### config.mk
export PLATFORM = sky130hd
export DESIGN_NAME = imem_loader
export DESIGN_NICKNAME = d
export VERILOG_FILES = /design/src/rtl/imem_loader_pkg.sv /design/src/rtl/imem_loader.sv
export SDC_FILE = /design/constraint.sdc
export NUM_CORES = 1
export LEC_CHECK = 0
export BUFFER_PORTS_ARGS = -buffer_cell sky130_fd_sc_hd__buf_2
export CORE_ASPECT_RATIO = 1.2
export CORE_MARGIN = 3
export CORE_UTILIZATION = 30
export DETAILED_ROUTE_END_ITERATION = 16
export PLACE_DENSITY = 0.52
export REMOVE_ABC_BUFFERS = 1
export SLEW_MARGIN = 20
export SYNTH_ARGS = -nofsm -noshare
export SYNTH_HDL_FRONTEND = slang
export SYNTH_SLANG_ARGS = --single-unit
export TNS_END_PERCENT = 50
### constraint.sdc
create_clock -name clk -period 1.35 [get_ports clk]
set_input_delay 0.0675 -clock clk [delete_from_list [all_inputs] [get_ports clk]]
set_output_delay 0.0675 -clock clk [all_outputs]
set_load 0.02 [all_outputs]
### src/rtl/imem_loader_pkg.sv
// Shared CPU definitions: datapath defaults, opcode constants and the
// program-loader state encoding.
package imem_loader_pkg;

    localparam int CPU_ADDR_W = 8;
    localparam int CPU_DATA_W = 16;

    localparam logic [15:0] OP_NOP  = 16'h0000;
    localparam logic [15:0] OP_HALT = 16'h0800;

    typedef enum logic [2:0] {
        LDR_IDLE = 3'd0,
        LDR_LOAD = 3'd1,
        LDR_FILL = 3'd2,
        LDR_RUN  = 3'd3,
        LDR_DONE = 3'd4
    } loader_state_e;

    function automatic logic is_halt(input logic [15:0] word);
        return (word == OP_HALT);
    endfunction

endpackage

### src/rtl/imem_loader.sv
// Streams a host program into instruction memory, pads the unused tail with
// FILL_WORD, then releases the CPU until it halts.
module imem_loader
    import imem_loader_pkg::*;
#(
    parameter int                ADDR_W    = CPU_ADDR_W,
    parameter int                DATA_W    = CPU_DATA_W,
    parameter logic [DATA_W-1:0] FILL_WORD = OP_NOP
) (
    input  logic              clk,
    input  logic              reset,
    input  logic              load_start,
    input  logic              host_valid,
    input  logic [DATA_W-1:0] host_data,
    input  logic              host_last,
    output logic              host_ready,
    output logic              mem_we,
    output logic [ADDR_W-1:0] mem_waddr,
    output logic [DATA_W-1:0] mem_wdata,
    input  logic              cpu_halt,
    output logic              cpu_run,
    output logic [ADDR_W:0]   load_count,
    output logic              busy
);

    localparam logic [ADDR_W-1:0] LAST_ADDR  = {ADDR_W{1'b1}};
    localparam logic [ADDR_W-1:0] ADDR_ZERO  = {ADDR_W{1'b0}};
    localparam logic [ADDR_W-1:0] ADDR_ONE   = {{(ADDR_W-1){1'b0}}, 1'b1};
    localparam logic [ADDR_W:0]   COUNT_ZERO = {(ADDR_W+1){1'b0}};
    localparam logic [ADDR_W:0]   COUNT_ONE  = {{ADDR_W{1'b0}}, 1'b1};
    localparam logic [DATA_W-1:0] DATA_ZERO  = {DATA_W{1'b0}};

    loader_state_e     state_r;
    loader_state_e     state_s;
    logic [ADDR_W-1:0] addr_r;
    logic              wr_en_s;
    logic [DATA_W-1:0] wr_data_s;
    logic              at_last_s;
    logic              start_s;

    // The terminal address always closes the write phase, so the counter never wraps.
    assign at_last_s = (addr_r == LAST_ADDR);
    assign start_s   = load_start && ((state_r == LDR_IDLE) || (state_r == LDR_DONE));

    // Next-state and write-request decode
    always_comb begin
        state_s   = state_r;
        wr_en_s   = 1'b0;
        wr_data_s = host_data;
        case (state_r)
            LDR_IDLE, LDR_DONE: begin
                if (load_start) begin
                    state_s = LDR_LOAD;
                end else begin
                    state_s = state_r;
                end
            end
            LDR_LOAD: begin
                if (host_valid && host_ready) begin
                    wr_en_s = 1'b1;
                    if (at_last_s) begin
                        state_s = LDR_RUN;
                    end else if (host_last) begin
                        state_s = LDR_FILL;
                    end else begin
                        state_s = LDR_LOAD;
                    end
                end else begin
                    state_s = LDR_LOAD;
                end
            end
            LDR_FILL: begin
                wr_en_s   = 1'b1;
                wr_data_s = FILL_WORD;
                if (at_last_s) begin
                    state_s = LDR_RUN;
                end else begin
                    state_s = LDR_FILL;
                end
            end
            LDR_RUN: begin
                if (cpu_halt) begin
                    state_s = LDR_DONE;
                end else begin
                    state_s = LDR_RUN;
                end
            end
            default: begin
                state_s = LDR_IDLE;
            end
        endcase
    end

    // State register
    always_ff @(posedge clk) begin
        if (reset) begin
            state_r <= LDR_IDLE;
        end else begin
            state_r <= state_s;
        end
    end

    // Write address counter and accepted-word count
    always_ff @(posedge clk) begin
        if (reset) begin
            addr_r     <= ADDR_ZERO;
            load_count <= COUNT_ZERO;
        end else if (start_s) begin
            addr_r     <= ADDR_ZERO;
            load_count <= COUNT_ZERO;
        end else if (wr_en_s) begin
            if (!at_last_s) begin
                addr_r <= addr_r + ADDR_ONE;
            end else begin
                addr_r <= addr_r;
            end
            if (state_r == LDR_LOAD) begin
                load_count <= load_count + COUNT_ONE;
            end else begin
                load_count <= load_count;
            end
        end else begin
            addr_r     <= addr_r;
            load_count <= load_count;
        end
    end

    // Registered memory port and status outputs.
    // cpu_run waits one cycle after entering RUN so the final write lands first.
    always_ff @(posedge clk) begin
        if (reset) begin
            mem_we     <= 1'b0;
            mem_waddr  <= ADDR_ZERO;
            mem_wdata  <= DATA_ZERO;
            host_ready <= 1'b0;
            busy       <= 1'b0;
            cpu_run    <= 1'b0;
        end else begin
            mem_we <= wr_en_s;
            if (wr_en_s) begin
                mem_waddr <= addr_r;
                mem_wdata <= wr_data_s;
            end else begin
                mem_waddr <= mem_waddr;
                mem_wdata <= mem_wdata;
            end
            host_ready <= (state_s == LDR_LOAD);
            busy       <= (state_s == LDR_LOAD) || (state_s == LDR_FILL);
            cpu_run    <= (state_s == LDR_RUN) && (state_r == LDR_RUN);
        end
    end

endmodule

==> run summary <==
detailed placer's ending HPWL = 3350 um
Setup Skew = 0.00667 ns
worst setup path category = flip-flop to flip-flop
setup ws final = -0.0756 ns
Die Footprint = 7420 um2
register area = 970 um2
Setup violations, final = 13
clock share of power = 0.331
vias in the first global route = 1884
Avg Vias per Cell = 4.57
first-pass iteration count of the detailed router = 4
Post-Layout Cell Count = 409
Cell variety after synth = 33
cell accounting for the most synthesized area = dfxtp_1
footprint of the multi-input gates = 1000 um2
worst vdd rail ir drop = 0.475 mV
Required @ worst endpoint = 1.58 ns
Final Hold Viols = 0
Worst Path Arrival = 1.66 ns
Mean Syn Cell Area = 8.87 um2
number of fill cells in the layout = 607
Max-Cap Viols = 0
Post-Place Cells = 378
failing checks = setup timing
cell row count = 31
Crit Path Max Fanout = 7
fin. max-slew vios = 0
power share of the combinational group = 0.114
worst rel slew slack = 0.821
RSZ-0062 raised after global routing = yes
HP Start = reset
worst reg2reg setup slack = -0.08 ns
pwr dens = 880 nW/um2
DRC = 0
Placement Setup Slack = -0.147 ns
Die W = 79.1 um
Int Pwr = 1.96 mW
sequential element share of the synthesized area = 0.499
initial cell density of the core = 0.314
Core ar. = 6130 um2
CTS buffer count = 5
critical path launch point type = flip-flop
outcome = finished, violations left
Static Leak = 1.29 nW
P&R area growth vs syn = 53.7%
GRT Total Usage = 0.136
hold depth = 2
pin count of the biggest net entering global routing = 18
Die Height = 93.8 um
GPL Wtd Cong = 0.822
top cell type's share of synthesized area = 0.499
part of the power in registers = 0.555
Switching Share = 0.248
Nets = 350
Worst-path clk slew = 0.09 ns
Port Buffers = 58
drt wl/cell = 12.1 um
Switch Pwr = 0.647 mW
antenna-violating nets left = 0
clk sinks = 48
Post-Route Utilization = 0.483
synthesis warning total = 0
Area contributors post-synth = dfxtp_1, nand2_1, a21oi_1, xor2_1, nor2_1
Post-Synthesis Cells = 217
actual slew at the worst max-slew pin = 0.268 ns
clock latency on the worst-skew pair = 0.30 ns
setup TNS = -0.540 ns
initial antenna violation count = 0
Diodes inserted = 0
IO Count = 59
CTS Root Cell = clkbuf_8
Post-Syn Area = 1930 um2
crit path time final = 1.43 ns
first-pass GRT wire length = 8180 um
Hold Path Class = primary input to flip-flop
drt total wl = 4960 um
FF-to-FF Start = state_r[1]$_SDFF_PP0_
#FFs+latches synth = 48
R2R depth = 5
fmax = 701 MHz
hold path endpoint = mem_waddr[1]$_SDFFE_PP0P_
layout cell share with drive strength beyond 1 = 0.385
Critical R2R Capture = addr_r[3]$_SDFFE_PP0P_
clock buffer depth = 2
initial drt markers = 31
H-tree depth = 2
CTS tree = done
Remaining Overflow, GRT = 0
fin crit share = 1.06
vias post-DR = 1870
Power Total = 2.61 mW
CP endpoint kind = flip-flop
## worst max-delay path, stage by stage (launching register included)
cell	delay, ns
dfxtp_4	0.38
nand4b_1	0.23
a21oi_4	0.22
nand2_2	0.07
or3_1	0.35
a21oi_1	0.13
## power groups by stage
stage | Sequential (mW) | Combinational (mW) | Clock, mW
after floorplan | 1.50 | 0.0812 | 0
after global placement | 1.48 | 0.226 | 0
after detailed placement | 1.48 | 0.226 | 0
after CTS | 1.45 | 0.276 | 0.913
after global routing | 1.45 | 0.324 | 0.963
final | 1.45 | 0.297 | 0.862
## registers in the layout, indices dropped and copies added, names as in the netlist
name	count
mem_we	1
host_ready	1
busy	1
mem_wdata	16
load_count	9
addr_r	8
mem_waddr	8
state_r	3
cpu_run	1
## Yosys cell counts, drive strengths merged
library cell,instances
a21o,2
a21oi,23
a221oi,1
a22oi,1
a32oi,1
and2,3
and3,6
buf,4
clkbuf,5
dfxtp,48
ha,2
inv,2
mux2i,8
nand2,42
nand2b,2
nand3,7
nand4,6
nand4b,1
nor2,24
nor2b,4
nor3,1
nor3b,1
nor4bb,1
o21ai,4
o31a,1
or3,3
xnor2,2
xor2,12
## through the flow
stage	hold WS (ns)	instance area, um2
floorplan	0.139	1880
CTS	0.0902	2830
detailed placement	0.315	2510
global placement	0.311	2510
finish	0.108	2960
global route	0.115	2960
## worst max path at each step
stage / slack [ns] / start / end
2_1_floorplan: -0.40 / host_ready$_SDFF_PP0_ / addr_r[3]$_SDFFE_PP0P_
5_1_grt: -0.17 / state_r[1]$_SDFF_PP0_ / mem_waddr[7]$_SDFFE_PP0P_
4_1_cts: -0.07 / state_r[0]$_SDFF_PP0_ / load_count[5]$_SDFFE_PP0P_
3_3_place_gp: -0.10 / state_r[1]$_SDFF_PP0_ / busy$_SDFF_PP0_
6_report: -0.08 / state_r[1]$_SDFF_PP0_ / addr_r[3]$_SDFFE_PP0P_
3_5_place_dp: -0.15 / state_r[1]$_SDFF_PP0_ / busy$_SDFF_PP0_
## routing by layer
layer / share of wire / track usage / up-vias
met3: 0.063 / 0.0345 / 8
met2: 0.51 / 0.256 / 58
met1: 0.41 / 0.146 / 855
li1: - / - / 949
met4: 0.018 / 0.0458 / 0
met5: 0 / 0 / -
## final cells by class
type / count / area share
multi-input combinational: 158 / 0.339
timing repair buffer: 111 / 0.265
clock buffer: 5 / 0.0232
sequential: 48 / 0.328
clock inverter: 3 / 0.00803
tap: 82 / 0.0347
inverter: 2 / 0.00254
## cell families (layout without fill, tap and decap cells)
logic type	Yosys count	count (layout)	synth area share
adder cells (fa/ha/maj)	2	2	0.0130
flip-flops	48	48	0.499
buffers and inverters	11	121	0.0253
AND/OR/NAND/NOR	101	101	0.256
XOR/XNOR	14	14	0.0637
multiplexers	8	8	0.0416
AO/OA/AOI/OAI	33	33	0.101
## what timing repair did
item	CTS	global route
hold endpoints to repair	16	0
pin swaps	0	15
buffers inserted	2	4
hold buffers	16	0
gates resized for setup	10	21
setup endpoints to repair	31	42
cloned	0	1
## placed cells by master (no fill, tap or decap), types with 2 or more instances in the layout
cell type / netlist / final
nand3_1: 7 / 7
or3_1: 3 / 2
nand4_1: 4 / 4
dfxtp_2: 0 / 4
inv_1: 2 / 2
dfxtp_1: 48 / 43
o21ai_0: 4 / 3
nor2b_1: 4 / 4
buf_2: 3 / 58
and2_4: 1 / 2
nand2_1: 42 / 41
buf_4: 1 / 29
clkbuf_8: 0 / 5
xor2_1: 12 / 12
a21oi_1: 22 / 19
clkinvlp_4: 0 / 2
a21oi_2: 0 / 3
buf_6: 0 / 5
mux2i_1: 8 / 8
nor2_1: 24 / 23
and3_1: 6 / 5
nand2b_1: 2 / 2
nand4_4: 1 / 2
xnor2_1: 2 / 2
dlygate4sd3_1: 0 / 16
a21o_1: 2 / 2
No activity file was read; power rests on OpenSTA's default activity.
